--- src/rtl/latch_stim_gen.sv ---
// latch_stim_gen: stimulus stage for a D-latch / posedge-FF / negedge-FF storage trio.
//
// A parallel Pattern is captured on Start (IDLE only) and serialised MSB-first on D.
// For every bit the sequence is SETUP (1 cycle), GATE_HI (EN_HIGH cycles), and
// GATE_LO (EN_LOW cycles). D is updated only on the edge that enters SETUP, so the
// gate pulse always has one full cycle of setup before it and EN_LOW cycles of hold
// after it.
//
// Optional build macro: GLITCH_INJECT_EN. When it is defined and EN_HIGH >= 2, D carries
// the inverted bit for the first GATE_HI cycle and the true bit after that. A transparent
// latch then shows a visible glitch, but its final held value is still correct.
//
// Ports:
//   Clk     in   rising-edge system clock
//   Rst     in   asynchronous active-high reset
//   Start   in   run request, sampled only in IDLE
//   Pattern in   [PATTERN_W] data to serialise, captured on the accepting edge
//   D       out  serial data
//   Gate    out  enable/clock pulse, one per bit
//   Busy    out  high from the accepting edge until DONE
//   Done    out  one-cycle completion pulse
//   BitIdx  out  [clog2(PATTERN_W)] index of the bit currently on D
//
// All outputs are registered.
module latch_stim_gen #(
  parameter int unsigned PATTERN_W = 8,
  parameter int unsigned EN_HIGH   = 2,
  parameter int unsigned EN_LOW    = 2
) (
  input  logic                         Clk,
  input  logic                         Rst,
  input  logic                         Start,
  input  logic [PATTERN_W-1:0]         Pattern,
  output logic                         D,
  output logic                         Gate,
  output logic                         Busy,
  output logic                         Done,
  output logic [$clog2(PATTERN_W)-1:0] BitIdx
);

  localparam int unsigned IdxW  = $clog2(PATTERN_W);
  localparam int unsigned PhMax = (EN_HIGH > EN_LOW) ? EN_HIGH : EN_LOW;
  localparam int unsigned PhW   = $clog2(PhMax + 1);

  // The phase counter holds "cycles remaining minus one" and is reloaded on each state entry.
  localparam logic [PhW-1:0]  HiLoad = PhW'(EN_HIGH - 1);
  localparam logic [PhW-1:0]  LoLoad = PhW'(EN_LOW - 1);
  localparam logic [IdxW-1:0] IdxTop = IdxW'(PATTERN_W - 1);

  localparam logic [2:0] StIdle   = 3'd0;
  localparam logic [2:0] StSetup  = 3'd1;
  localparam logic [2:0] StGateHi = 3'd2;
  localparam logic [2:0] StGateLo = 3'd3;
  localparam logic [2:0] StDone   = 3'd4;

  logic [2:0]           state_q, state_d;
  logic [PhW-1:0]       phase_q, phase_d;
  logic [PATTERN_W-1:0] shreg_q, shreg_d;
  logic                 d_q, d_d;
  logic                 gate_q, gate_d;
  logic                 busy_q, busy_d;
  logic                 done_q, done_d;
  logic [IdxW-1:0]      idx_q, idx_d;

  always_comb begin
    state_d = state_q;
    phase_d = phase_q;
    shreg_d = shreg_q;
    d_d     = d_q;
    gate_d  = gate_q;
    busy_d  = busy_q;
    done_d  = done_q;
    idx_d   = idx_q;

    case (state_q)
      StIdle: begin
        gate_d = 1'b0;
        if (Start) begin
          shreg_d = Pattern;
          d_d     = Pattern[PATTERN_W-1];
          idx_d   = IdxTop;
          busy_d  = 1'b1;
          phase_d = '0;
          state_d = StSetup;
        end
      end

      StSetup: begin
        gate_d  = 1'b1;
        phase_d = HiLoad;
        state_d = StGateHi;
`ifdef GLITCH_INJECT_EN
        // The inverted bit is driven for the first high cycle only.
        if (EN_HIGH >= 2) d_d = ~shreg_q[PATTERN_W-1];
`endif
      end

      StGateHi: begin
`ifdef GLITCH_INJECT_EN
        // Restore the true bit after the injected glitch cycle.
        d_d = shreg_q[PATTERN_W-1];
`endif
        if (phase_q == '0) begin
          gate_d  = 1'b0;
          phase_d = LoLoad;
          state_d = StGateLo;
        end else begin
          phase_d = phase_q - 1'b1;
        end
      end

      StGateLo: begin
        if (phase_q == '0) begin
          phase_d = '0;
          if (idx_q != '0) begin
            idx_d   = idx_q - 1'b1;
            shreg_d = shreg_q << 1;
            d_d     = shreg_q[PATTERN_W-2];
            state_d = StSetup;
          end else begin
            busy_d  = 1'b0;
            done_d  = 1'b1;
            state_d = StDone;
          end
        end else begin
          phase_d = phase_q - 1'b1;
        end
      end

      StDone: begin
        done_d  = 1'b0;
        gate_d  = 1'b0;
        phase_d = '0;
        state_d = StIdle;
      end

      default: begin
        gate_d  = 1'b0;
        busy_d  = 1'b0;
        done_d  = 1'b0;
        phase_d = '0;
        state_d = StIdle;
      end
    endcase
  end

  always_ff @(posedge Clk or posedge Rst) begin
    if (Rst) begin
      state_q <= StIdle;
      phase_q <= '0;
      shreg_q <= '0;
      d_q     <= 1'b0;
      gate_q  <= 1'b0;
      busy_q  <= 1'b0;
      done_q  <= 1'b0;
      idx_q   <= '0;
    end else begin
      state_q <= state_d;
      phase_q <= phase_d;
      shreg_q <= shreg_d;
      d_q     <= d_d;
      gate_q  <= gate_d;
      busy_q  <= busy_d;
      done_q  <= done_d;
      idx_q   <= idx_d;
    end
  end

  assign D      = d_q;
  assign Gate   = gate_q;
  assign Busy   = busy_q;
  assign Done   = done_q;
  assign BitIdx = idx_q;

endmodule

--- config.mk ---
export PLATFORM = sky130hd
export DESIGN_NAME = latch_stim_gen
export DESIGN_NICKNAME = d
export VERILOG_FILES = /design/src/rtl/latch_stim_gen.sv
export SDC_FILE = /design/constraint.sdc
export NUM_CORES = 1
export LEC_CHECK = 0
export ABC_AREA = 1
export CAP_MARGIN = 40
export CORE_MARGIN = 2
export CORE_UTILIZATION = 42
export DETAILED_ROUTE_END_ITERATION = 16
export GPL_TIMING_DRIVEN = 1
export PLACE_DENSITY = 0.66
export SLEW_MARGIN = 20
export SYNTH_ARGS = -nofsm -noshare
export SYNTH_HDL_FRONTEND = slang
export SYNTH_SLANG_ARGS = --single-unit
export TNS_END_PERCENT = 30
--- constraint.sdc ---
create_clock -name Clk -period 3.3 [get_ports Clk]
set_input_delay 0.66 -clock Clk [delete_from_list [all_inputs] [get_ports Clk]]
set_output_delay 0.66 -clock Clk [all_outputs]
set_load 0.01 [all_outputs]
==> out/metrics.cfg, run 1 <==
[floorplanning]
initial_core_util=0.435
ios=18
die_w_um=53.9
num_rows=18
core_sq_mm=0.00241
fp.dieH_um=53.9
die_area_sq_mm=0.00291

[sta]
tns_ps=0
slew_viol_final=0
setup_viol=0
worst-slew-pin-transition_ps=724
timing.fmax_mhz=515
relSlewSlack=0.517
finalHoldViolCount=0
period_share=0.588
skew_ps=6.57
rsz0062_at_grt=false
finalCriticalPeriod_ps=1940

[setup_path]
cp_slowest_cell=clkdlybuf4s50_1
startpoint_type=flop
path_delay_family=buffers and inverters
crit_path_cell_trace=clkdlybuf4s50_1
cp_num_buf_inv=1
cp_max_fo=4
required_ps=2640
arrival_ps=1280
critPathKind=reg -> out
end_kind=primary output
max_stage_delay_ps=560

[outcome]
status=finished clean

[final_layout]
nNetsFinal=177
antenna_cells=0
fin_area_sq_mm=0.00125
syn_to_final_growth_pct=19.6
drive_gt1_frac=0.0491
final_util=0.520

[cts]
clkTransAtPathRegs_ps=110
cts.sinks=19
numCtsBuffers=3
cts_hold_buf=0
clock_tree.root_cell=clkbuf_4
htree_levels=1
ctsResizeCount=0
cts_tree=built
post-cts-setup-buffers=0
insertion_delay_ps=300
cts_buffer_depth=2

[route]
firstDrtPassIters=5
ant_nets=0
vias=923
drt_wl_total_um=2060
drc=0
drt_iter0_markers=25
wl_per_cell_um=10.7
via_per_inst=4.78

[grt]
grt_pass1_vias=817
grt_pass1_wl_um=3490
antenna_found_initial=0
overflow=0
grt_max_degree=20
track_usage=0.169

[logic_synthesis]
synth_top_area_share=0.454
ys_seq_area_frac=0.454
synth_enable_flop_cells=0
yosysWarnings=0
synth_area_leaders=dfrtp_1, nand2_1, nand3_1
synthFlopType=dfrtp_1
ys_seq_elements=19
synth.most_common_cell=nand2_1
synth.net_count=159
synthArstFlopShare=1.00
synth_top_area_cell=dfrtp_1
synth.top_cells.by_count=nand2_1, dfrtp_1, inv_1, nand3_1, nor2_1
syn_avg_cell_area_sq_um=7.17
synthCells=146
synth_area_sq_mm=0.00105
synth.distinct_cells=20

[placement]
dp_hpwl_um=1470
dpl_cell_area_sq_mm=0.00123
gp_congestion=0.882
port_buffers=17

[power]
peakVddDrop_mv=0.438
p_per_area_mw_per_mm2=1000
p_leak_nw=0.714

[worst_hold_path]
holdCritPathClass=reg -> reg

[run]
drv_cap=0

## cells by family (layout without fill, tap and decap cells)
family	after synthesis	after routing	share of synthesized area
AO/OA/AOI/OAI	7	7	0.0406
flip-flops	19	19	0.454
XOR/XNOR	1	1	0.00836
buffers and inverters	21	38	0.0884
AND/OR/NAND/NOR	96	96	0.385
adder cells (fa/ha/maj)	2	2	0.0239
## path summary, 6_finish.rpt
| path | start | end | slack, ps | cells after the start |
|---|---|---|---|---|
| worst max-delay path | BitIdx[2] | BitIdx[2] | 1360 | 1 |
| worst min-delay path | Done | Done | 480 | 2 |
| worst max register to register | state_q[1] | shreg_q[6] | 1410 | 7 |
| worst min register to register | Done | Done | 480 | 2 |
| max in group asynchronous | Rst | BitIdx[1] | 2070 | 2 |
| min in group asynchronous | Rst | shreg_q[4] | 760 | 2 |
## state kept, by name, indices dropped and copies added (netlist names)
register	flops
Busy	1
phase_q	2
Done	1
D	1
Gate	1
state_q	3
BitIdx	3
shreg_q	7
## cell type report
cell class / instances / area [sq um]
Clock buffer: 4 / 26.3
Fill cell: 228 / 1160
Inverter: 17 / 63.8
Multi-Input combinational cell: 106 / 479
Sequential cell: 19 / 475
Tap cell: 30 / 37.5
Timing Repair Buffer: 17 / 170
## where the power goes
part	leakage (nW)	switching (mW)	internal (mW)
clock network	0.0150	0.0724	0.0470
logic	0.462	0.452	0.268
registers	0.237	0.0772	0.340
total	0.714	0.602	0.655
## per-layer routing
metal | track usage | share of wire | up-vias
li1 | - | - | 479
met1 | 0.236 | 0.49 | 408
met2 | 0.246 | 0.43 | 32
met3 | 0.0333 | 0.067 | 4
met4 | 0.0897 | 0.011 | 0
met5 | 0 | 0 | -
## worst register-to-register path: cells and delay by family (launching register included)
family	cells	cell delay, ps
flops	1	450
simple gates	7	1340
## placed cells by master (no fill, tap or decap)
cell	n
nand3_2	1
a21oi_1	2
o21ai_0	2
nand3b_1	1
nor2_4	1
ha_1	2
o211ai_1	1
inv_2	1
xnor2_1	1
nor2_1	8
a21boi_0	1
o21bai_1	1
inv_1	16
nand3_1	16
nand2_2	2
clkbuf_1	1
clkbuf_4	3
nand2_1	67
dfrtp_1	19
clkdlybuf4s50_1	17
## stage by stage
step / hold slack [ps] / instances / total power [mW] / worst slack [ps]
finish: 481 / 193 / 1.26 / 1360
global route: 505 / 193 / 1.40 / 1240
CTS: 485 / 193 / 1.26 / 1350
detailed placement: 458 / 189 / 1.14 / 1310
global placement: 456 / 189 / 1.13 / 1340
floorplan: 442 / 146 / 0.977 / 1970
Note: power is estimated with default switching activity, not from simulation.
==> inputs of run 2 (changes only) <==
PLACE_DENSITY = 0.68   (was 0.66)
clock period = 1.6 ns   (was 3.3 ns; I/O delays follow)
==> run 2 against run 1 <==
Compared with the run above: global-route usage down 0.31 points; clock skew about the same; count of clock-buffer cells in the layout unchanged; sequential power up 100%; via count unchanged; largest cell class unchanged; first-iteration DRC count down 52%.
==> out/metrics.cfg, run 2 (same netlist as run 1, synthesis figures left out) <==
[outcome]
status=finished clean

[final_layout]
final.fill_count=241
antenna_cells=0
layout_common_cells=nand2_1, dfrtp_1, inv_1, nand3_1, clkdlybuf4s50_1
nNetsFinal=182
layout_commonest_cell=nand2_1
syn_to_final_growth_pct=23.4
largest_reg_flops=7
seq_area_sq_um=475
drive_gt1_frac=0.0774
max_flop_register=shreg_q
multi_input_area_sq_um=479

[floorplanning]
die_area_sq_mm=0.00291
fp.dieH_um=53.9
ios=18
die_w_um=53.9
num_rows=18
core_sq_mm=0.00241
initial_core_util=0.435

[placement]
port_buffers=17
pre_cts_slack_ps=111
dp_hpwl_um=1520
gp_congestion=0.788

[grt]
antenna_found_initial=0
overflow=0
grt_max_degree=20
grt_pass1_vias=824
grt_pass1_wl_um=3520
track_usage=0.166

[setup_path]
critPathKind=reg -> out
cp_max_fo=3
end_kind=primary output
r2r_setup_slack_ps=150
crit_path_cell_trace=clkdlybuf4s50_1
max_stage_delay_ps=540
arrival_ps=1210
cp_num_buf_inv=1
required_ps=1280
cp_slowest_cell=clkdlybuf4s50_1
path_delay_family=buffers and inverters
startpoint_type=flop

[sta]
skew_ps=6.92
rsz0062_at_grt=false
finalCriticalPeriod_ps=1530
worst-slew-pin-transition_ps=326
slew_viol_final=0
tns_ps=0
setup_viol=0
period_share=0.957
timing.fmax_mhz=653
finalHoldViolCount=0
setup_slack_ps=68.6
relSlewSlack=0.782

[cts]
cts_hold_buf=0
clock_tree.root_cell=clkbuf_4
clkTransAtPathRegs_ps=110
cts_buffer_depth=2
htree_levels=1
cts_tree=built
cts.sinks=19
insertion_delay_ps=300
numCtsBuffers=3

[power]
p_total_mw=2.67
p_leak_nw=0.746
peakVddDrop_mv=1.06
p_per_area_mw_per_mm2=2060

[route]
via_per_inst=4.66
firstDrtPassIters=4
wl_per_cell_um=10.5
drt_iter0_markers=12
ant_nets=0
drc=0
vias=923
drt_wl_total_um=2070

[worst_hold_path]
holdCritPathClass=in -> async

[run]
drv_cap=0

-- run 2: cell types whose count changed in the layout (fill, tap and decap cells not counted), sizes merged --
cell / change
buf: +5
clkdlybuf4s50: -1
dlymetal6s2s: +1
-- run 2: final timing paths --
path,start,endpoint,cells past startpoint
max in group asynchronous,Rst,state_q[1],3
hold reg to reg,Done,Done,2
min in group Clk,Done,Done,2
setup / recovery,BitIdx[1],BitIdx[1],1
hold / removal,Rst,shreg_q[4],3
setup reg to reg,state_q[2],shreg_q[0],7
-- run 2: repair_timing --
action	in CTS	in global routing
buffers inserted	1	0
pin swaps	0	0
setup endpoints to repair	1	1
resized for setup	0	1
gates cloned	0	0
-- run 2: metrics by stage --
step	util	area [sq um]	hold WS (ps)	cells
4_1_cts	0.535	1290	340	198
3_5_place_dp	0.521	1260	460	193
2_1_floorplan	-	1050	271	146
5_1_grt	0.536	1290	384	198
6_report	0.536	1290	329	198
3_3_place_gp	0.521	1260	457	193
-- run 2: layer usage --
metal | vias to the layer above | wire length, um | track usage
li1 | 491 | - | -
met5 | - | 0 | 0
met3 | 2 | 63 | 0.0250
met1 | 418 | 1030 | 0.220
met2 | 12 | 968 | 0.272
met4 | 0 | 14 | 0.0641
-- run 2: layout make-up --
type | count | share of cell area
Sequential cell | 19 | 0.368
Inverter | 17 | 0.0494
Clock buffer | 4 | 0.0203
Tap cell | 30 | 0.0290
Multi-Input combinational cell | 106 | 0.371
Timing Repair Buffer | 22 | 0.163
-- run 2: power breakdown --
part	switching [mW]	internal (mW)	total [mW]
clock network	0.150	0.0969	0.247
registers	0.151	0.701	0.852
logic	0.937	0.633	1.57
total	1.24	1.43	2.67
==> inputs of run 3 (changes only) <==
CTS_CLUSTER_DIAMETER = 200   (was unset)
==> results of run 3 <==
Same layout as run 2: the final DEF is identical, and so are final timing and power.
